[src/rtl/mul_div_unit_pkg.sv]
// Shared encodings for the iterative multiply/divide unit: operation codes,
// control states and the default operand width.
package mul_div_unit_pkg;

  localparam int DEFAULT_WIDTH = 32;

  localparam logic [1:0] OP_MULTU = 2'b00;
  localparam logic [1:0] OP_MULT  = 2'b01;
  localparam logic [1:0] OP_DIVU  = 2'b10;
  localparam logic [1:0] OP_DIV   = 2'b11;

  localparam logic [1:0] ST_IDLE = 2'd0;
  localparam logic [1:0] ST_RUN  = 2'd1;
  localparam logic [1:0] ST_DONE = 2'd2;

endpackage

[src/rtl/mul_div_step.sv]
// One iteration of the shared datapath: shift-add for multiply, restoring
// shift-subtract for divide. Purely combinational.
module mul_div_step
  import mul_div_unit_pkg::*;
#(
  parameter int WIDTH = DEFAULT_WIDTH
) (
  input  logic             is_div,
  input  logic [WIDTH-1:0] acc,
  input  logic [WIDTH-1:0] q,
  input  logic [WIDTH-1:0] m,
  output logic [WIDTH-1:0] acc_next,
  output logic [WIDTH-1:0] q_next
);

  logic [WIDTH:0] sum;
  logic [WIDTH:0] shifted;
  logic [WIDTH:0] diff;

  // Multiply keeps the running high half in acc and shifts product bits into q;
  // divide shifts dividend bits out of q into the partial remainder in acc.
  always_comb begin
    sum      = {1'b0, acc} + (q[0] ? {1'b0, m} : '0);
    shifted  = {acc, q[WIDTH-1]};
    diff     = shifted - {1'b0, m};
    acc_next = sum[WIDTH:1];
    q_next   = {sum[0], q[WIDTH-1:1]};
    if (is_div) begin
      if (!diff[WIDTH]) begin
        acc_next = diff[WIDTH-1:0];
        q_next   = {q[WIDTH-2:0], 1'b1};
      end else begin
        acc_next = shifted[WIDTH-1:0];
        q_next   = {q[WIDTH-2:0], 1'b0};
      end
    end
  end

endmodule

[src/rtl/mul_div_unit.sv]
// Iterative MULT/MULTU/DIV/DIVU unit: latches operands on i_start, iterates
// WIDTH cycles through mul_div_step, then sign-corrects into HI/LO.
module mul_div_unit
  import mul_div_unit_pkg::*;
#(
  parameter int WIDTH = DEFAULT_WIDTH
) (
  input  logic             i_clk,
  input  logic             i_rst_n,
  input  logic             i_start,
  input  logic [1:0]       i_op,
  input  logic [WIDTH-1:0] i_a,
  input  logic [WIDTH-1:0] i_b,
  output logic             o_busy,
  output logic             o_done,
  output logic [WIDTH-1:0] o_hi,
  output logic [WIDTH-1:0] o_lo,
  output logic             o_div_by_zero
);

  localparam int CW = $clog2(WIDTH);
  localparam logic [CW-1:0] LAST = CW'(WIDTH - 1);

  logic [1:0]       state;
  logic [CW-1:0]    count;
  logic             is_div;
  logic             neg_res;
  logic             neg_rem;
  logic             div0;
  logic [WIDTH-1:0] acc;
  logic [WIDTH-1:0] q;
  logic [WIDTH-1:0] m;
  logic [WIDTH-1:0] a_raw;

  logic             a_neg;
  logic             b_neg;
  logic [WIDTH-1:0] a_mag;
  logic [WIDTH-1:0] b_mag;

  logic [WIDTH-1:0]   acc_next;
  logic [WIDTH-1:0]   q_next;
  logic [2*WIDTH-1:0] product;
  logic [2*WIDTH-1:0] prod_fix;
  logic [WIDTH-1:0]   quot_fix;
  logic [WIDTH-1:0]   rem_fix;

  // Magnitudes stay WIDTH bits wide: the most-negative value maps to itself,
  // which is exactly its unsigned magnitude.
  always_comb begin
    a_neg = i_op[0] & i_a[WIDTH-1];
    b_neg = i_op[0] & i_b[WIDTH-1];
    a_mag = a_neg ? -i_a : i_a;
    b_mag = b_neg ? -i_b : i_b;
  end

  mul_div_step #(.WIDTH(WIDTH)) u_step (
    .is_div   (is_div),
    .acc      (acc),
    .q        (q),
    .m        (m),
    .acc_next (acc_next),
    .q_next   (q_next)
  );

  always_comb begin
    product  = {acc_next, q_next};
    prod_fix = neg_res ? -product : product;
    quot_fix = neg_res ? -q_next : q_next;
    rem_fix  = neg_rem ? -acc_next : acc_next;
  end

  assign o_busy = (state == ST_RUN);
  assign o_done = (state == ST_DONE);

  always_ff @(posedge i_clk or negedge i_rst_n) begin
    if (!i_rst_n) begin
      state         <= ST_IDLE;
      count         <= '0;
      is_div        <= 1'b0;
      neg_res       <= 1'b0;
      neg_rem       <= 1'b0;
      div0          <= 1'b0;
      acc           <= '0;
      q             <= '0;
      m             <= '0;
      a_raw         <= '0;
      o_hi          <= '0;
      o_lo          <= '0;
      o_div_by_zero <= 1'b0;
    end else begin
      case (state)
        ST_IDLE, ST_DONE: begin
          if (i_start) begin
            state   <= ST_RUN;
            count   <= '0;
            is_div  <= i_op[1];
            neg_res <= a_neg ^ b_neg;
            neg_rem <= a_neg;
            div0    <= i_op[1] & (i_b == '0);
            acc     <= '0;
            q       <= a_mag;
            m       <= b_mag;
            a_raw   <= i_a;
          end else begin
            state <= ST_IDLE;
          end
        end
        ST_RUN: begin
          acc   <= acc_next;
          q     <= q_next;
          count <= count + 1'b1;
          if (count == LAST) begin
            state <= ST_DONE;
            count <= '0;
            if (!is_div) begin
              o_hi          <= prod_fix[2*WIDTH-1:WIDTH];
              o_lo          <= prod_fix[WIDTH-1:0];
              o_div_by_zero <= 1'b0;
            end else if (div0) begin
              o_hi          <= a_raw;
              o_lo          <= '1;
              o_div_by_zero <= 1'b1;
            end else begin
              o_hi          <= rem_fix;
              o_lo          <= quot_fix;
              o_div_by_zero <= 1'b0;
            end
          end
        end
        default: state <= ST_IDLE;
      endcase
    end
  end

endmodule

[config.mk]
export PLATFORM = sky130hd
export DESIGN_NAME = mul_div_unit
export DESIGN_NICKNAME = d
export VERILOG_FILES = /design/src/rtl/mul_div_unit_pkg.sv /design/src/rtl/mul_div_step.sv /design/src/rtl/mul_div_unit.sv
export SDC_FILE = /design/constraint.sdc
export NUM_CORES = 1
export LEC_CHECK = 0
export ABC_AREA = 1
export BUFFER_PORTS_ARGS = -buffer_cell sky130_fd_sc_hd__buf_2
export CORE_MARGIN = 3
export CORE_UTILIZATION = 45
export DETAILED_ROUTE_END_ITERATION = 10
export MAX_ROUTING_LAYER = met4
export SLEW_MARGIN = 20
export SYNTH_ARGS = -nofsm -noshare
export SYNTH_HDL_FRONTEND = slang
export SYNTH_SLANG_ARGS = --single-unit
[constraint.sdc]
create_clock -name i_clk -period 6.4 [get_ports i_clk]
set_input_delay 0.96 -clock i_clk [delete_from_list [all_inputs] [get_ports i_clk]]
set_output_delay 0.96 -clock i_clk [all_outputs]
set_load 0.02 [all_outputs]
==> flow_summary.ini <==
[worst_setup_path]
r2r_setup_slack_ns = 0.94
worstRegToRegCells = 30
timing.critical_path.slowest_stage_cell = sky130_fd_sc_hd__nand3_1
critical_path_cell_count = 30
cp.buffers_inverters = 4
crit_type = reg -> reg
cp-end-kind = flop
worst-endpoint-required_ns = 6.88
critical_path.startpoint_type = flop
critical_path.max_fanout = 7
critical_path_arrival_ns = 5.93
path_common_cell = sky130_fd_sc_hd__nand3_1
critical-path-max-stage-delay_ns = 0.52
cpLargestDelayFamily = simple AND/OR/NAND/NOR gates

[synthesis]
flops_latches_synth = 204
synth_cell_type_count = 68
yosys_warnings = 0
syn-cell-area_um2 = 18900
register_area_share_after_synthesis_pct = 27.0
postSynthAreaPerCell_um2 = 6.17
net_count_after_synthesis = 3211
number_of_synthesized_flops_with_an_enable_pin = 0
synthFlopType = sky130_fd_sc_hd__dfrtp_1
syn_inst = 3070
postSynth.asyncResetShare_pct = 100

[detailed_routing]
vias = 20800
route.antenna.remaining_nets = 0
drt-total-wl_um = 78000
vias_per_cell = 5.63
remaining_drc_errors = 0
dr.first_iter.drc_count = 2122
drt_pre_antenna_iters = 6
wire_per_inst_um = 21.1

[layout]
most_common_library_cell_in_the_layout_ignoring_fill_and_taps = sky130_fd_sc_hd__nand2_1
syn_to_final_growth_pct = 10.4
num-nets-final = 3291
final_cells = 3702
final_util_pct = 50.7
share_of_final_layout_standard_cells_stronger_than_drive_strength_1_pct = 9.75
antenna_cells = 0
most_frequent_cells_in_the_layout = sky130_fd_sc_hd__nand2_1 (1001), sky130_fd_sc_hd__inv_1 (433), sky130_fd_sc_hd__nor2_1 (275), sky130_fd_sc_hd__nand3_1 (223), sky130_fd_sc_hd__dfrtp_1 (202)
fillerInstances = 4326

[cts]
cts.path.max_buffers = 3
tritoncts = done
holdBufCountCts = 0
cts_buffers = 27
number_of_clock_sinks = 204
cts.repair.resized = 0
root_buffer = sky130_fd_sc_hd__clkbuf_16
h_tree_levels = 1
clkTransAtPathRegs_ns = 0.06
clock_latency_ns = 0.58
postCtsSetupBuffers = 0

[placement]
globalplace.congestion = 1.01
numPlacedInstances = 3653
numPortBuffers = 135
pre_cts_ws_ns = 1.07
post-dp-hpwl_um = 60600

[timing]
worst_slew_slack_as_a_fraction_of_its_limit_pct = 34.4
period_utilization_post_route_pct = 85.3
slew_viol_final = 0
setup_tns_ns = 0
report.final.setup_viol = 0
grt_setup_unrepaired = false
timing.fmax_mhz = 183
timing_worst_slew_pin_value_ns = 0.973
final.min_clock_period_ns = 5.46
report.final.hold_viol_count = 0
final_setup_skew_ns = 0.0119
layout_setup_ws_ns = 0.942

[worst_hold_path]
hold_path.class = in -> async

[die]
core_um2 = 41200
floorplan.initialDensity_pct = 46.0
horizontal_die_dimension_um = 211
vertical_die_dimension_um = 211
site_row_count = 74
dieArea_um2 = 44600
num_io_pins = 136

[global_route]
globalRouteTotalUtil_pct = 35.5
initial_antenna_violation_count = 1
grt_first_pass_wirelength_um = 118000
via_count_of_the_first_global_routing_pass = 19600
gr-total-overflow = 0
grt_max_degree = 108

[run_status]
status = finished clean

[run]
max_cap_violations = 0
[per-layer routing]
layer / wire (um) / global-route usage, % / vias to the layer above / share of wire (%)
met5: 0 / - / - / 0
met4: 2950 / 11.5 / 0 / 3.8
met3: 5620 / 4.72 / 162 / 7.2
met2: 35400 / 56.2 / 843 / 45
met1: 34000 / 47.3 / 9848 / 44
li1: - / - / 9995 / -
[worst paths after layout]
check / startpoint / end
max in group asynchronous: i_rst_n / a_raw[9]$_DFFE_PN0P_
min in group i_clk: o_hi[31]$_DFFE_PN0P_ / o_hi[31]$_DFFE_PN0P_
worst max-delay path: q[31]$_DFFE_PN0P_ / o_hi[14]$_DFFE_PN0P_
worst min register to register: o_hi[31]$_DFFE_PN0P_ / o_hi[31]$_DFFE_PN0P_
worst max register to register: q[31]$_DFFE_PN0P_ / o_hi[14]$_DFFE_PN0P_
worst min-delay path: i_rst_n / m[25]$_DFFE_PN0P_
[sequential cells by signal, indices dropped and copies added (netlist names), 2 cells and up]
| signal | cells |
|---|---|
| state | 2 |
| q | 32 |
| acc | 32 |
| o_lo | 32 |
| count | 5 |
| a_raw | 32 |
| o_hi | 32 |
| m | 32 |
[cell families after synthesis]
family                     synth area share (%)
AOI/OAI and AO/OA                          14.7
and+or+nand+nor                            37.9
DFF                                        27.0
xor gates and xnor gates                   3.84
buffers and inverters                      11.8
adders and majority gates                  4.84
[final cells by class]
class / instances / area [um^2] / share of cell area [%]
well taps: 532 / 666 / 3.19
clock buffers: 39 / 791 / 3.78
flip-flops and latches: 204 / 5110 / 24.5
repair buffers: 154 / 841 / 4.02
clock inverters: 10 / 171 / 0.820
inverters: 452 / 1700 / 8.13
multi-input cells: 2311 / 11600 / 55.6
[cells in the mapped netlist, types with 7 or more instances]
cell type                  count  area [um^2]
sky130_fd_sc_hd__a21oi_1     111          556
sky130_fd_sc_hd__a31oi_1       8         50.1
sky130_fd_sc_hd__buf_1        13         48.8
sky130_fd_sc_hd__buf_2        10         50.1
sky130_fd_sc_hd__buf_6         9          101
sky130_fd_sc_hd__clkbuf_1     62          233
sky130_fd_sc_hd__dfrtp_1     204         5100
sky130_fd_sc_hd__ha_1         70          876
sky130_fd_sc_hd__inv_1       437         1640
sky130_fd_sc_hd__inv_2        10         37.5
sky130_fd_sc_hd__nand2_1    1003         3760
sky130_fd_sc_hd__nand2_2      30          188
sky130_fd_sc_hd__nand2_4       7         78.8
sky130_fd_sc_hd__nand3_1     223         1120
sky130_fd_sc_hd__nand3_2       7         70.1
sky130_fd_sc_hd__nand3b_1     17          128
sky130_fd_sc_hd__nand4_1      19          119
sky130_fd_sc_hd__nor2_1      276         1040
sky130_fd_sc_hd__nor2_2       17          106
sky130_fd_sc_hd__nor3_1       49          245
sky130_fd_sc_hd__o211ai_1      9         67.6
sky130_fd_sc_hd__o21a_1       12         90.1
sky130_fd_sc_hd__o21ai_0     186          931
sky130_fd_sc_hd__o21ai_1      19         95.1
sky130_fd_sc_hd__o21bai_1      9         67.6
sky130_fd_sc_hd__o221ai_1     17          149
sky130_fd_sc_hd__o22ai_1      42          263
sky130_fd_sc_hd__o31ai_1       9         67.6
sky130_fd_sc_hd__or2_2         7         43.8
sky130_fd_sc_hd__xnor2_1      22          193
sky130_fd_sc_hd__xor2_1       61          534
[through the flow]
step / hold WS (ns) / cell area (um^2)
after global placement: 0.460 / 19900
after CTS: 0.436 / 20900
after floorplan: 0.449 / 18900
after detailed placement: 0.460 / 19900
final: 0.372 / 20900
after global routing: 0.437 / 20900
[worst register-to-register path: cells and delay by family, from the launching register on]
| family | cells | cell delay, ns |
|---|---|---|
| DFF | 1 | 0.40 |
| adders and majority gates | 3 | 0.72 |
| buffers and inverters | 4 | 0.44 |
| and+or+nand+nor | 21 | 3.47 |
| AOI/OAI and AO/OA | 2 | 0.34 |
Power is left out: the tool's default activity adds up to more than one toggle a clock period on the data nets, which glitch-free logic cannot reach.
